**config.mk**
```make
export PLATFORM = sky130hd
export DESIGN_NAME = score_bank
export DESIGN_NICKNAME = d
export VERILOG_FILES = /design/src/rtl/score_bank.sv
export SDC_FILE = /design/constraint.sdc
export NUM_CORES = 1
export LEC_CHECK = 0
export CAP_MARGIN = 10
export CORE_MARGIN = 2
export CORE_UTILIZATION = 25
export CTS_CLUSTER_DIAMETER = 50
export DETAILED_ROUTE_END_ITERATION = 6
export DONT_BUFFER_PORTS = 1
export PLACE_DENSITY = 0.48
export SLEW_MARGIN = 20
export SYNTH_ARGS = -nofsm -noshare
export SYNTH_HDL_FRONTEND = slang
export SYNTH_SLANG_ARGS = --single-unit
```
**constraint.sdc**
```tcl
create_clock -name clk -period 2.3 [get_ports clk]
set_input_delay 0.345 -clock clk [delete_from_list [all_inputs] [get_ports clk]]
set_output_delay 0.345 -clock clk [all_outputs]
set_load 0.1 [all_outputs]
```
**src/rtl/score_bank.sv**
```systemverilog
// score_bank: per-player current/best score store driven by a WIN/TIMEOUT/CLR event FSM.
// Optional leader tracking is built when SCORE_BANK_LEADER_EN is defined.
module score_bank #(
  parameter int NUM_PLAYERS = 4,
  parameter int PID_W       = 2,
  parameter int SCORE_W     = 4,
  parameter int LVL_W       = 2
) (
  input  logic               clk,
  input  logic               reset,
  input  logic               ev_valid,
  output logic               ev_ready,
  input  logic [1:0]         ev_op,
  input  logic [PID_W-1:0]   ev_pid,
  input  logic [LVL_W-1:0]   lvl_inp,
  input  logic               clr_all,
  output logic               done,
  output logic               err,
  output logic [SCORE_W-1:0] disp_score,
  output logic [SCORE_W-1:0] disp_score_max,
  output logic [PID_W-1:0]   leader_pid,
  output logic [SCORE_W-1:0] leader_score
);

  localparam int DEPTH = 2 * NUM_PLAYERS;
  localparam int AW    = PID_W + 1;

  localparam logic [1:0] OP_WIN = 2'b00;
  localparam logic [1:0] OP_TO  = 2'b01;
  localparam logic [1:0] OP_CLR = 2'b10;
  localparam logic [1:0] OP_RSV = 2'b11;

  typedef enum logic [2:0] {
    S_IDLE,
    S_RC,
    S_RB,
    S_WC,
    S_WB,
    S_CLR
  } state_t;

  state_t r_state;

  logic [1:0]         r_op;
  logic [PID_W-1:0]   r_pid;
  logic [LVL_W-1:0]   r_lvl;
  logic               r_bad;
  logic [SCORE_W-1:0] r_cur;
  logic [SCORE_W-1:0] r_best;
  logic [SCORE_W-1:0] r_new;
  logic [SCORE_W-1:0] r_rdata;
  logic [AW-1:0]      r_clr_addr;
  logic               r_done;
  logic               r_err;
  logic [SCORE_W-1:0] r_disp;
  logic [SCORE_W-1:0] r_disp_max;

  logic [SCORE_W-1:0] r_mem [DEPTH];

  logic               w_bad;
  logic               w_rsv;
  logic               w_best_wr;
  logic               w_clr_last;
  logic               w_re;
  logic               w_we;
  logic [AW-1:0]      w_raddr;
  logic [AW-1:0]      w_waddr;
  logic [SCORE_W-1:0] w_wdata;
  logic [SCORE_W-1:0] w_new;
  logic [SCORE_W:0]   w_sum;

  assign ev_ready   = (r_state == S_IDLE) & ~clr_all;
  assign w_bad      = ({1'b0, ev_pid} >= AW'(NUM_PLAYERS));
  assign w_rsv      = (r_op == OP_RSV);
  assign w_best_wr  = ~w_rsv & (r_new > r_best);
  assign w_clr_last = (r_clr_addr == AW'(DEPTH - 1));

  assign done           = r_done;
  assign err            = r_err;
  assign disp_score     = r_disp;
  assign disp_score_max = r_disp_max;

  // Next current score from the latched current score and op.
  always_comb begin
    w_sum = {1'b0, r_cur}
          + (SCORE_W + 1)'(r_lvl)
          + (SCORE_W + 1)'(1);
    w_new = r_cur;
    unique case (1'b1)
      (r_op == OP_WIN): begin
        w_new = w_sum[SCORE_W] ? '1
                               : w_sum[SCORE_W-1:0];
      end
      (r_op == OP_TO): begin
        w_new = (r_cur == '0) ? '0
                              : r_cur - 1'b1;
      end
      (r_op == OP_CLR): w_new = '0;
      default:          w_new = r_cur;
    endcase
  end

  // Single-port access schedule: two reads, then up to two writes.
  always_comb begin
    w_re    = 1'b0;
    w_raddr = {r_pid, 1'b0};
    w_we    = 1'b0;
    w_waddr = {r_pid, 1'b0};
    w_wdata = '0;
    unique case (r_state)
      S_RC: w_re = ~r_bad;
      S_RB: begin
        w_re    = 1'b1;
        w_raddr = {r_pid, 1'b1};
      end
      S_WC: begin
        w_we    = ~w_rsv;
        w_wdata = w_new;
      end
      S_WB: begin
        w_we    = w_best_wr;
        w_waddr = {r_pid, 1'b1};
        w_wdata = r_new;
      end
      S_CLR: begin
        w_we    = 1'b1;
        w_waddr = r_clr_addr;
      end
      default: ;
    endcase
  end

  // Score RAM with registered read port.
  always_ff @(posedge clk or negedge reset) begin
    if (!reset) begin
      for (int i = 0; i < DEPTH; i++) begin
        r_mem[i] <= '0;
      end
      r_rdata <= '0;
    end else begin
      if (w_we) begin
        r_mem[w_waddr] <= w_wdata;
      end
      if (w_re) begin
        r_rdata <= r_mem[w_raddr];
      end
    end
  end

  // Event sequencer with registered done/err/display outputs.
  always_ff @(posedge clk or negedge reset) begin
    if (!reset) begin
      r_state    <= S_IDLE;
      r_op       <= OP_WIN;
      r_pid      <= '0;
      r_lvl      <= '0;
      r_bad      <= 1'b0;
      r_cur      <= '0;
      r_best     <= '0;
      r_new      <= '0;
      r_clr_addr <= '0;
      r_done     <= 1'b0;
      r_err      <= 1'b0;
      r_disp     <= '0;
      r_disp_max <= '0;
    end else begin
      r_done <= 1'b0;
      r_err  <= 1'b0;
      unique case (r_state)
        S_IDLE: begin
          if (clr_all) begin
            r_clr_addr <= '0;
            r_state    <= S_CLR;
          end else if (ev_valid) begin
            r_op    <= ev_op;
            r_pid   <= ev_pid;
            r_lvl   <= lvl_inp;
            r_bad   <= w_bad;
            r_err   <= w_bad;
            r_state <= S_RC;
          end
        end
        S_RC: begin
          r_state <= r_bad ? S_IDLE : S_RB;
        end
        S_RB: begin
          r_cur   <= r_rdata;
          r_state <= S_WC;
        end
        S_WC: begin
          r_best  <= r_rdata;
          r_new   <= w_new;
          r_done  <= 1'b1;
          r_state <= S_WB;
        end
        S_WB: begin
          if (!w_rsv) begin
            r_disp     <= r_new;
            r_disp_max <= w_best_wr ? r_new : r_best;
          end
          r_state <= S_IDLE;
        end
        S_CLR: begin
          if (w_clr_last) begin
            r_disp     <= '0;
            r_disp_max <= '0;
            r_state    <= S_IDLE;
          end else begin
            r_clr_addr <= r_clr_addr + 1'b1;
          end
        end
        default: r_state <= S_IDLE;
      endcase
    end
  end

`ifdef SCORE_BANK_LEADER_EN
  logic [PID_W-1:0]   r_lead_pid;
  logic [SCORE_W-1:0] r_lead_score;

  // Highest best score seen; ties keep the earlier holder.
  always_ff @(posedge clk or negedge reset) begin
    if (!reset) begin
      r_lead_pid   <= '0;
      r_lead_score <= '0;
    end else if ((r_state == S_CLR) && w_clr_last) begin
      r_lead_pid   <= '0;
      r_lead_score <= '0;
    end else if ((r_state == S_WB) && w_best_wr
                 && (r_new > r_lead_score)) begin
      r_lead_pid   <= r_pid;
      r_lead_score <= r_new;
    end
  end

  assign leader_pid   = r_lead_pid;
  assign leader_score = r_lead_score;
`else
  assign leader_pid   = '0;
  assign leader_score = '0;
`endif

endmodule

```
==> results of run 1 <==
## power by group
part | internal, uW | switching [uW] | leakage, uW
clock | 1200 | 536 | 0.000183
sequential | 1700 | 332 | 0.000914
combinational | 1290 | 1910 | 0.000927
## cell families (layout without fill, tap and decap cells)
logic type / Yosys count / in the layout / synth area share, %
simple gates: 76 / 76 / 11.1
buf+inv: 36 / 69 / 6.02
mux: 51 / 51 / 19.6
flops: 69 / 69 / 48.9
xor+xnor: 1 / 1 / 0.248
compound gates: 52 / 52 / 10.2
other cells: 1 / 7 / 0.106
fa+ha+maj: 10 / 10 / 3.76
## metal layers
metal	part of all wire (%)	vias to the layer above	routed length (um)
met5	0	-	0
met3	3.1	8	251
li1	-	1106	-
met2	51	32	4150
met4	1.4	0	110
met1	44	1192	3600
## sequential cells by signal, summed over array words and instances (netlist names)
signal,cells
r_new,4
done,1
r_state,3
r_rdata,4
disp_score_max,4
disp_score,4
r_clr_addr,3
r_pid,2
r_lvl,2
r_cur,4
r_mem,32
r_best,4
r_op,2
## final cells by class
cell class,instances,share of cell area [%]
sequential,69,39.6
multi-input combinational,197,38.1
timing repair buffer,37,7.18
clock buffer,10,5.49
tap,180,5.17
clock inverter,6,3.07
inverter,16,1.38
## critical path, stage by stage (launching register included)
cell	delay, ns
dfrtp_1	0.34
inv_1	0.07
ha_1	0.21
fa_2	0.38
nor3b_2	0.16
a211oi_1	0.06
a41oi_1	0.17
o21ai_1	0.11
a22o_4	0.27
mux2_2	0.27
## through the flow
stage	util (%)	hold WS [ns]	setup slack, ns
floorplan	-	0.0494	-0.0326
global placement	28.3	0.0532	0.00344
detailed placement	28.3	0.0526	-0.0386
CTS	31.3	0.142	0.0272
global route	31.5	0.151	0.00570
finish	31.5	0.139	0.137
## cells in the final DEF, fill, tap and decap left out, drive strengths merged, types with 2 or more instances in the layout
cell,Yosys,final
a21boi,2,2
a21o,3,3
a21oi,9,9
a22o,9,9
and2,6,6
and2b,2,2
and3,2,2
buf,16,36
bufinv,0,4
clkbuf,4,10
clkinv,0,2
conb,1,7
dfrtp,69,69
ha,9,9
inv,16,16
mux2,36,36
mux2i,7,7
mux4,8,8
nand2,36,36
nand3,6,6
nand3b,3,3
nor2,12,12
nor2b,2,2
o21ai,17,17
o22ai,2,2
o311ai,4,4
## path summary, 6_finish.rpt
check / startpoint / end / slack [ns] / cells past startpoint
setup / recovery: r_cur[0] / r_mem[6] / 0.14 / 9
hold / removal: ev_valid / r_state[0] / 0.14 / 2
setup reg to reg: r_cur[0] / r_mem[6] / 0.14 / 9
hold reg to reg: r_mem[3] / r_mem[3] / 0.50 / 1
max in group asynchronous: reset / r_clr_addr[1] / 1.46 / 2
min in group asynchronous: reset / r_mem[25] / 0.54 / 2
## what timing repair did
action,in CTS,in global routing
resized for setup,3,6
endpoints found under the hold margin,69,0
pin swaps,1,1
setup endpoints to repair,24,18
hold buffers,2,0
==> impl_metrics.ini, run 1 <==
[status]
status = completed

[setup_path]
start_kind = flip-flop
crit_path_end_kind = flip-flop
cp_max_fo = 8
critPathKind = reg -> reg
cp.arrival_ns = 2.38
crit_required_ns = 2.51

[grt]
grt.met3_usage_pct = 3.07
grt_pass1_wl_um = 13600
grt_max_degree = 70
antenna_found_initial = 0
grt_usage_pct = 12.0
grt.busiest_layer = met2
grt_overflow = 0
grt.met1_usage_pct = 15.1
met2_usage_pct = 20.2
grt_pass1_vias = 2510

[clock_network]
htreeDepth = 3
clkLatencyLatePin_ns = 0.33
cts_made_buffers = 9
cts_buffer_depth = 2
cts_root_buffer = clkbuf_16
clock_sinks = 69
cts_tree = built
cts_setup_buffers = 0
clk_pin_slew_ns = 0.06

[sta]
drv_slew = 0
finalHoldViolations = 0
min_period_ns = 2.16
max-slew-margin-rel_pct = 51.8
rsz0062_at_grt = false
fin_crit_sh_pct = 94.1
tns_ns = 0
worst_slew_pin_slew_ns = 0.719
max_freq_ghz = 0.462
finalSetupViolCount = 0
fin_worst_skew_ns = 0.00708

[synthesis]
yosys-top-cells-area = dfrtp_1 49%, mux2_2 8.3%, mux4_2 5.1%
syn-cell-area_um2 = 3530
synth-seq-cells = 69
synth_edf_count = 0
yosysWarnings = 0
synth-main-ff-cell = dfrtp_1
synth_common_cells = 69 x dfrtp_1, 36 x nand2_1, 26 x mux2_2
synthArstFlopShare_pct = 100
avgSynthCellArea_um2 = 11.9
yosysTopAreaCell = dfrtp_1
synth_top_area_share_pct = 48.9
ys_types = 50
ys_seq_area_share_pct = 48.9
netlist_instances = 296
synth.most_common_cell = dfrtp_1

[placed_design]
placed_cell_area_um2 = 3920
io_buffer_count = 0
dp_hpwl_um = 5730
routabilityCongestion = 0.852
placed_cells = 497

[route]
wl_per_cell_um = 15.8
drt_iter0_drc = 130
vias = 2338
antenna_left = 0
drc_errors = 0
routed_wl_um = 8120
via_per_inst = 4.54
first_pass_iters = 4

[power]
p_leak_uw = 0.00202
pwr_density_cell_nw_per_um2 = 1600
power_uw = 6970
peakVddDrop_mv = 0.477

[floorplan]
start_util_pct = 25.5
die_w_um = 123
io_pins = 27
die_area_um2 = 15100
std_cell_rows = 43
dieHeight_um = 123
coreArea_um2 = 13800

[cells_and_area]
synthToLayoutAreaGrowth_pct = 23.4
finalNetCount = 350
regArea_um2 = 1730
drive_above_1_share_pct = 34.6
final_cell_count_no_fill = 515
antenna_cells = 0
multiInputGateArea_um2 = 1660
final_area_um2 = 4360
num-fill-cells = 1379

[hold_path]
hp-class = in -> reg

[run]
max_cap_viol_count = 0
Note: power is estimated with default switching activity, not from simulation.
==> run 2: changes to the inputs <==
--- a/config.mk
+++ b/config.mk
@@ -5,13 +5,13 @@
 export SDC_FILE = /design/constraint.sdc
 export NUM_CORES = 1
 export LEC_CHECK = 0
-export CAP_MARGIN = 10
+export CAP_MARGIN = 25
 export CORE_MARGIN = 2
 export CORE_UTILIZATION = 25
 export CTS_CLUSTER_DIAMETER = 50
 export DETAILED_ROUTE_END_ITERATION = 6
 export DONT_BUFFER_PORTS = 1
-export PLACE_DENSITY = 0.48
+export PLACE_DENSITY = 0.5
 export SLEW_MARGIN = 20
 export SYNTH_ARGS = -nofsm -noshare
 export SYNTH_HDL_FRONTEND = slang
==> constraint.sdc (replaced) <==
create_clock -name clk -period 1.8 [get_ports clk]
set_input_delay 0.27 -clock clk [delete_from_list [all_inputs] [get_ports clk]]
set_output_delay 0.27 -clock clk [all_outputs]
set_load 0.1 [all_outputs]
==> impl_metrics.ini, run 2 (same netlist as run 1, synthesis figures left out) <==
[grt]
grt_overflow = 0
antenna_found_initial = 0
grt_pass1_wl_um = 13600
grt_max_degree = 70
grt_usage_pct = 12.0
grt_pass1_vias = 2524

[setup_path]
r2r_slack_ns = -0.31
regToRegStartpoint = r_lvl[0]
cp.arrival_ns = 2.32
crit_required_ns = 2.02
start_kind = flip-flop
r2r-end = r_mem[22]
cp_max_fo = 8
critPathKind = reg -> reg
crit_path_end_kind = flip-flop
reg2reg_depth = 9

[sta]
fin_worst_skew_ns = 0.00747
drv_slew = 0
max_freq_ghz = 0.474
finalSetupViolCount = 32
rsz0062_at_grt = true
min_period_ns = 2.11
fin_ws_ns = -0.307
fin_crit_sh_pct = 117
whs_ns = -0.366
finalHoldViolations = 69
tns_ns = -6.36

[floorplan]
io_pins = 27
die_area_um2 = 15100
coreArea_um2 = 13800
start_util_pct = 25.5
dieHeight_um = 123
die_w_um = 123
std_cell_rows = 43

[placed_design]
pre_cts_ws_ns = -0.331
placed_cell_area_um2 = 4180
dp_hpwl_um = 5970
io_buffer_count = 0
routabilityCongestion = 0.845

[power]
pwr_density_cell_nw_per_um2 = 1990
peakVddDrop_mv = 0.656
p_leak_uw = 0.00223

[route]
drc_errors = 0
vias = 2492
antenna_left = 0
routed_wl_um = 8750
via_per_inst = 4.49
first_pass_iters = 4
wl_per_cell_um = 15.8
drt_iter0_drc = 139

[cells_and_area]
finish.utilization_pct = 35.1
synthToLayoutAreaGrowth_pct = 37.3
antenna_cells = 0
regMostFlops = r_mem
largest_register_ffs = 32
layout_commonest_cell = dfrtp_1
mostFrequentLayoutCells = 67 x dfrtp_1, 66 x buf_4, 26 x nand2_1, 19 x mux2_2, 17 x mux2_4
drive_above_1_share_pct = 52.8
finalNetCount = 392
final_area_um2 = 4850

[status]
violations = hold timing, setup timing
status = finished with violations

[clock_network]
cts_root_buffer = clkbuf_16
clock_sinks = 69
cts_tree = built
cts_made_buffers = 9
clkLatencyLatePin_ns = 0.33
htreeDepth = 3
clk_pin_slew_ns = 0.06
cts_buffer_depth = 2

[run]
max_cap_viol_count = 0

[hold_path]
hp-class = in -> async
[run 2: changes by cell type in the layout (fill, tap and decap cells not counted), sizes merged]
cell | before | now
buf | 36 | 78
bufinv | 4 | 0
clkbuf | 10 | 13
dlygate4sd3 | 1 | 0
[run 2: how the worst max path moves through the flow]
stage	from	endpoint	slack, ns
2_1_floorplan	r_state[0]	r_lvl[0]	-0.53
3_3_place_gp	r_lvl[0]	r_mem[6]	-0.30
3_5_place_dp	r_cur[0]	r_mem[6]	-0.33
4_1_cts	r_cur[0]	r_mem[6]	-0.27
5_1_grt	r_cur[0]	r_mem[14]	-0.44
6_report	r_lvl[0]	r_mem[22]	-0.31
[run 2: final cells by class]
type / instances / area (um^2)
repair buffers: 79 / 664
clock buffers: 12 / 256
flip-flops and latches: 69 / 1730
fillers: 1354 / 8980
multi-input cells: 197 / 1900
well taps: 180 / 225
inverters: 16 / 60.1
clock inverters: 2 / 10.0
[run 2: through the flow]
stage	std cells	hold slack, ns	power, uW
floorplan	302	-0.0256	5660
global placement	524	-0.0219	7060
detailed placement	524	-0.0224	7110
CTS	548	-0.385	9300
global route	555	-0.387	10300
finish	555	-0.366	9660
[run 2: repair_timing]
| action | CTS | global route |
|---|---|---|
| gates cloned | 0 | 1 |
| buffers inserted | 10 | 11 |
| setup endpoints to repair | 41 | 40 |
| pin swaps | 18 | 17 |
| gates resized for setup | 40 | 33 |
| hold endpoints to repair | 69 | 69 |
[run 2: worst max-delay path: stages, from the launching register on]
cell,delay [ns]
dfrtp_1,0.36
inv_2,0.05
ha_4,0.16
fa_2,0.35
nor3b_2,0.17
a211oi_1,0.06
a41oi_1,0.19
o21ai_1,0.12
a22o_4,0.26
mux2_4,0.27
[run 2: per-layer routing]
layer	wire, um	share of wire (%)	vias up	GRT usage, %
li1	-	-	1186	-
met1	3910	45	1255	15.3
met2	4420	50	38	19.9
met3	312	3.6	13	3.62
met4	110	1.3	0	3.23
met5	0	0	-	0
[run 2: report_power, final]
| group | internal (uW) | total [uW] | switching (uW) |
|---|---|---|---|
| Sequential | 2180 | 2670 | 489 |
| Combinational | 2570 | 5360 | 2800 |
| Clock | 987 | 1620 | 636 |
| Total | 5740 | 9660 | 3920 |
